**src/rtl/io_port_bank.sv**
```systemverilog
// Memory-mapped bank of NUM_PORTS bidirectional 8-bit I/O ports with per-bit direction,
// two-flop input synchronisers, edge flags (write-1-to-clear) and a combined interrupt.
module io_port_bank #(
  parameter logic [15:0] BASE_ADDR = 16'h8400,
  parameter int          NUM_PORTS = 2,
  parameter int          EDGE_MODE = 0
) (
  input  logic                   cpu_clk,
  input  logic                   reset,
  input  logic [15:0]            addr,
  input  logic [7:0]             data_in,
  input  logic                   write_enable,
  output logic [7:0]             data_out,
  output logic                   hit,
  input  logic [8*NUM_PORTS-1:0] port_in,
  output logic [8*NUM_PORTS-1:0] port_out,
  output logic [8*NUM_PORTS-1:0] port_dir,
  output logic                   irq
);

  localparam int        W    = 8 * NUM_PORTS;
  localparam logic [3:0] NP_W = 4'(NUM_PORTS);

  logic [W-1:0]         out_r;
  logic [W-1:0]         dir_r;
  logic [W-1:0]         flag_r;
  logic [W-1:0]         ien_r;
  logic [W-1:0]         sync1_r;
  logic [W-1:0]         sync_r;
  logic [W-1:0]         prev_r;
  logic [1:0]           settle_r;

  logic                 sel_s;
  logic [NUM_PORTS-1:0] port_hit_s;
  logic [7:0]           rd_s;
  logic [W-1:0]         clr_s;
  logic [W-1:0]         edge_raw_s;
  logic [W-1:0]         edge_s;

  function automatic logic [7:0] port_read(input logic [1:0] r, input logic [7:0] o,
                                           input logic [7:0] d, input logic [7:0] f,
                                           input logic [7:0] e, input logic [7:0] s);
    case (r)
      2'd0:    port_read = (d & o) | (~d & s);
      2'd1:    port_read = d;
      2'd2:    port_read = f;
      2'd3:    port_read = e;
      default: port_read = 8'h00;
    endcase
  endfunction

  // Address decode, read-data mux and flag-clear mask
  always_comb begin
    sel_s      = (addr[15:5] == BASE_ADDR[15:5]) && ({1'b0, addr[4:2]} < NP_W);
    port_hit_s = {NUM_PORTS{1'b0}};
    rd_s       = 8'h00;
    clr_s      = {W{1'b0}};
    for (int i = 0; i < NUM_PORTS; i++) begin
      port_hit_s[i] = sel_s && (addr[4:2] == 3'(i));
      rd_s = rd_s | (port_hit_s[i] ?
                     port_read(addr[1:0], out_r[8*i +: 8], dir_r[8*i +: 8],
                               flag_r[8*i +: 8], ien_r[8*i +: 8], sync_r[8*i +: 8]) : 8'h00);
      clr_s[8*i +: 8] = (write_enable && port_hit_s[i] && (addr[1:0] == 2'd2)) ?
                        data_in : 8'h00;
    end
  end

  generate
    if (EDGE_MODE != 0) begin : g_any_edge
      assign edge_raw_s = sync_r ^ prev_r;
    end else begin : g_rise_edge
      assign edge_raw_s = sync_r & ~prev_r;
    end
  endgenerate

  // Edges are masked until the synchroniser has flushed its post-reset zeros
  assign edge_s   = (settle_r == 2'd3) ? edge_raw_s : {W{1'b0}};
  assign port_out = out_r;
  assign port_dir = dir_r;

  // Register file, pin synchroniser, flags, read pipeline and interrupt
  always_ff @(posedge cpu_clk) begin
    if (reset) begin
      out_r    <= {W{1'b0}};
      dir_r    <= {W{1'b0}};
      flag_r   <= {W{1'b0}};
      ien_r    <= {W{1'b0}};
      sync1_r  <= {W{1'b0}};
      sync_r   <= {W{1'b0}};
      prev_r   <= {W{1'b0}};
      settle_r <= 2'd0;
      data_out <= 8'h00;
      hit      <= 1'b0;
      irq      <= 1'b0;
    end else begin
      sync1_r  <= port_in;
      sync_r   <= sync1_r;
      prev_r   <= sync_r;
      if (settle_r != 2'd3) begin
        settle_r <= settle_r + 2'd1;
      end
      // A fresh edge wins over a same-cycle clear
      flag_r   <= (flag_r & ~clr_s) | edge_s;
      irq      <= |(flag_r & ien_r);
      hit      <= sel_s;
      data_out <= rd_s;
      for (int i = 0; i < NUM_PORTS; i++) begin
        if (write_enable && port_hit_s[i]) begin
          case (addr[1:0])
            2'd0:    out_r[8*i +: 8] <= data_in;
            2'd1:    dir_r[8*i +: 8] <= data_in;
            2'd3:    ien_r[8*i +: 8] <= data_in;
            default: ;
          endcase
        end
      end
    end
  end

endmodule

```
**config.mk**
```make
export PLATFORM = sky130hd
export DESIGN_NAME = io_port_bank
export DESIGN_NICKNAME = d
export VERILOG_FILES = /design/src/rtl/io_port_bank.sv
export SDC_FILE = /design/constraint.sdc
export NUM_CORES = 1
export LEC_CHECK = 0
export ABC_AREA = 1
export BUFFER_PORTS_ARGS = -buffer_cell sky130_fd_sc_hd__buf_2
export CORE_ASPECT_RATIO = 1.1
export CORE_MARGIN = 5
export CORE_UTILIZATION = 44
export CTS_CLUSTER_SIZE = 14
export DETAILED_ROUTE_END_ITERATION = 10
export SYNTH_ARGS = -nofsm -noshare
export SYNTH_HDL_FRONTEND = slang
export SYNTH_SLANG_ARGS = --single-unit
```
**constraint.sdc**
```tcl
create_clock -name cpu_clk -period 1.8 [get_ports cpu_clk]
set_clock_uncertainty 0.1 [all_clocks]
set_input_delay 0.18 -clock cpu_clk [delete_from_list [all_inputs] [get_ports cpu_clk]]
set_output_delay 0.18 -clock cpu_clk [all_outputs]
set_load 0.1 [all_outputs]
```
==> flow_metrics.py <==
metrics = {
    "finish": {
        "drive_above_1_share_pct": 17.6,
        "n_antenna_cell": 0,
        "fin_cells": 1021,
        "nets": 903,
        "area_growth_pct": 25.3,
    },
    "synthesis": {
        "ys_types": 27,
        "synth-edff-count": 0,
        "synth_area_leader_cell": "dfxtp_1",
        "ys_top_cells_by_count": "198 x nor2_1, 177 x nand2_1, 124 x dfxtp_1",
        "async_reset_ff_share_pct": 0,
        "synth_nets": 801,
        "syn_area_per_cell_um2": 6.90,
        "postSynthCellCount": 757,
        "ys.flop_type": "dfxtp_1",
        "synth_most_common_cell": "nor2_1",
        "ys_seq_area_share_pct": 47.5,
        "ys_ff_latch": 124,
        "synth_area_leaders": "dfxtp_1 47%, nor2_1 14%, nand2_1 13%",
        "syn_area_mm2": 0.00523,
        "synth_warnings": 0,
        "yosysTopAreaCellShare_pct": 47.5,
    },
    "global_route": {
        "antenna_found_initial": 0,
        "grt_pass1_vias": 4496,
        "overflow": 0,
        "grt_max_degree": 50,
        "grt_pass1_wl_um": 22700,
        "grt_usage_pct": 20.2,
    },
    "placed_design": {
        "dpl.cell_count": 974,
        "place_congestion": 0.872,
        "portBuffers": 84,
        "place_hpwl_um": 9810,
    },
    "die": {
        "initial_core_util_pct": 45.3,
        "placeableCoreArea_mm2": 0.0115,
        "num_rows": 41,
        "die_area_mm2": 0.0142,
        "ioPinCount": 85,
        "die_x_um": 114,
        "die_y_um": 124,
    },
    "pwr": {
        "ir_drop_mv": 0.639,
        "power_leakage_nw": 3.21,
        "power_density_mw_per_mm2": 1000,
    },
    "routing": {
        "dr.max_layer_used": "met4",
        "ant_nets": 0,
        "route.met3.wl_um": 768,
        "wire_per_inst_um": 13.5,
        "vias_per_cell": 4.70,
        "drc": 0,
        "via_count": 4802,
        "wl_met1_um": 6150,
        "met2_length_um": 6560,
        "drt_iter0_drc": 322,
        "finalWirelength_um": 13700,
        "first_pass_iters": 5,
    },
    "cts": {
        "h-tree-depth": 4,
        "cts_tree": "built",
        "clock_latency_ns": 0.41,
        "numCtsBuffers": 17,
        "clock-sinks": 124,
        "clockBufferDepth": 2,
        "root_buffer": "clkbuf_16",
        "clk_pin_slew_worst_paths_ns": 0.05,
    },
    "timing": {
        "hold_violations": 0,
        "final.setup.tns_ns": 0,
        "maxSlewHeadroom_pct": 67.3,
        "drv_slew": 0,
        "fin_crit_sh_pct": 88.2,
        "worstMarginPinSlew_ns": 0.494,
        "fin_crit_ns": 1.59,
        "setup_viol": 0,
        "max_freq_ghz": 0.630,
        "rsz0062_at_grt": "no",
    },
    "run": {
        "max-cap-violations": 0,
    },
    "worst_setup_path": {
        "arrival_ns": 1.31,
        "worst_ep_required_time_ns": 1.52,
        "path_buf_inv": 1,
        "critical_path.top_delay_family": "buffers and inverters",
        "path_cells": "buf_2",
        "start_kind": "register",
        "critPathMaxFanout": 5,
        "cp_slowest_cell": "buf_2",
        "cp-end-kind": "output pin",
        "slowest_delay_ns": 0.47,
        "path_class": "reg -> out",
    },
    "min_path": {
        "hold_path_class": "in -> reg",
    },
    "run_status": {
        "outcome": "finished clean",
    },
}
per-layer routing:
| metal | track usage [%] | up-vias |
|---|---|---|
| li1 | - | 2485 |
| met1 | 26.2 | 2174 |
| met2 | 32.5 | 120 |
| met3 | 4.96 | 23 |
| met4 | 6.92 | 0 |
| met5 | 0 | - |
cell families after synthesis:
kind of cell | Yosys count | synth area share (%)
simple gates | 426 | 34.0
fa+ha+maj | 1 | 0.239
compound gates | 72 | 7.25
xor+xnor | 1 | 0.168
flops | 124 | 47.5
buf+inv | 133 | 10.8
through the flow:
stage	hold WS, ns	setup slack [ns]	power [mW]	util, %	instance area, um2
after floorplan	0.187	0.0590	3.10	-	5230
after global placement	0.279	0.140	3.24	50.3	5810
after detailed placement	0.286	0.0951	3.25	50.3	5810
after CTS	0.0271	0.197	6.61	56.7	6550
after global routing	0.0399	0.152	6.81	56.7	6550
final	0.0427	0.212	6.55	56.7	6550
report_power, final:
part	switching, mW	leakage (nW)	internal, mW	total [mW]
clock	1.16	0.286	2.17	3.33
sequential	0.0297	1.01	2.81	2.84
combinational	0.236	1.91	0.141	0.377
layout by cell type, fill, tap and decap left out, types with 3 or more instances in the layout:
master / netlist / layout
a21oi_1: 36 / 36
buf_12: 0 / 3
buf_2: 14 / 84
buf_4: 3 / 14
clkbuf_1: 12 / 3
clkbuf_16: 0 / 17
clkbuf_8: 0 / 4
clkinv_2: 0 / 4
dfxtp_1: 124 / 124
dlygate4sd3_1: 0 / 16
inv_1: 98 / 98
nand2_1: 177 / 177
nand2_2: 9 / 9
nand2_4: 4 / 4
nand3_1: 24 / 24
nor2_1: 198 / 197
nor2_2: 2 / 3
nor2_4: 3 / 3
o211ai_1: 4 / 4
o21ai_0: 29 / 29
path summary, 6_finish.rpt:
kind,startpoint,to,slack [ns],depth (start not counted)
worst max-delay path,port_dir[12],port_dir[12],0.21,1
worst min-delay path,addr[5],hit,0.04,5
worst max register to register,settle_r[0],flag_r[10],0.44,6
worst min register to register,sync1_r[6],sync_r[6],0.30,2
state kept, by name, summed over array words and instances, names as in the netlist:
name and cells:
settle_r 2, data_out 8, port_dir 16, hit 1, irq 1, port_out 16
ien_r 16, flag_r 16, sync1_r 16, sync_r 16, prev_r 16
layout make-up:
cell class	count	area [um2]
Fill cell	1087	4990
Sequential cell	124	2480
Multi-Input combinational cell	500	2180
Timing Repair Buffer	117	746
Clock buffer	24	492
Inverter	99	372
Tap cell	150	188
Clock inverter	7	87.6
what timing repair did:
action / 4_1_cts / 5_1_grt
endpoints found under the hold margin: 16 / 0
hold buffers: 16 / 0
resized for setup: 0 / 0
setup buffers: 0 / 0
(Power assumes the default switching activity.)
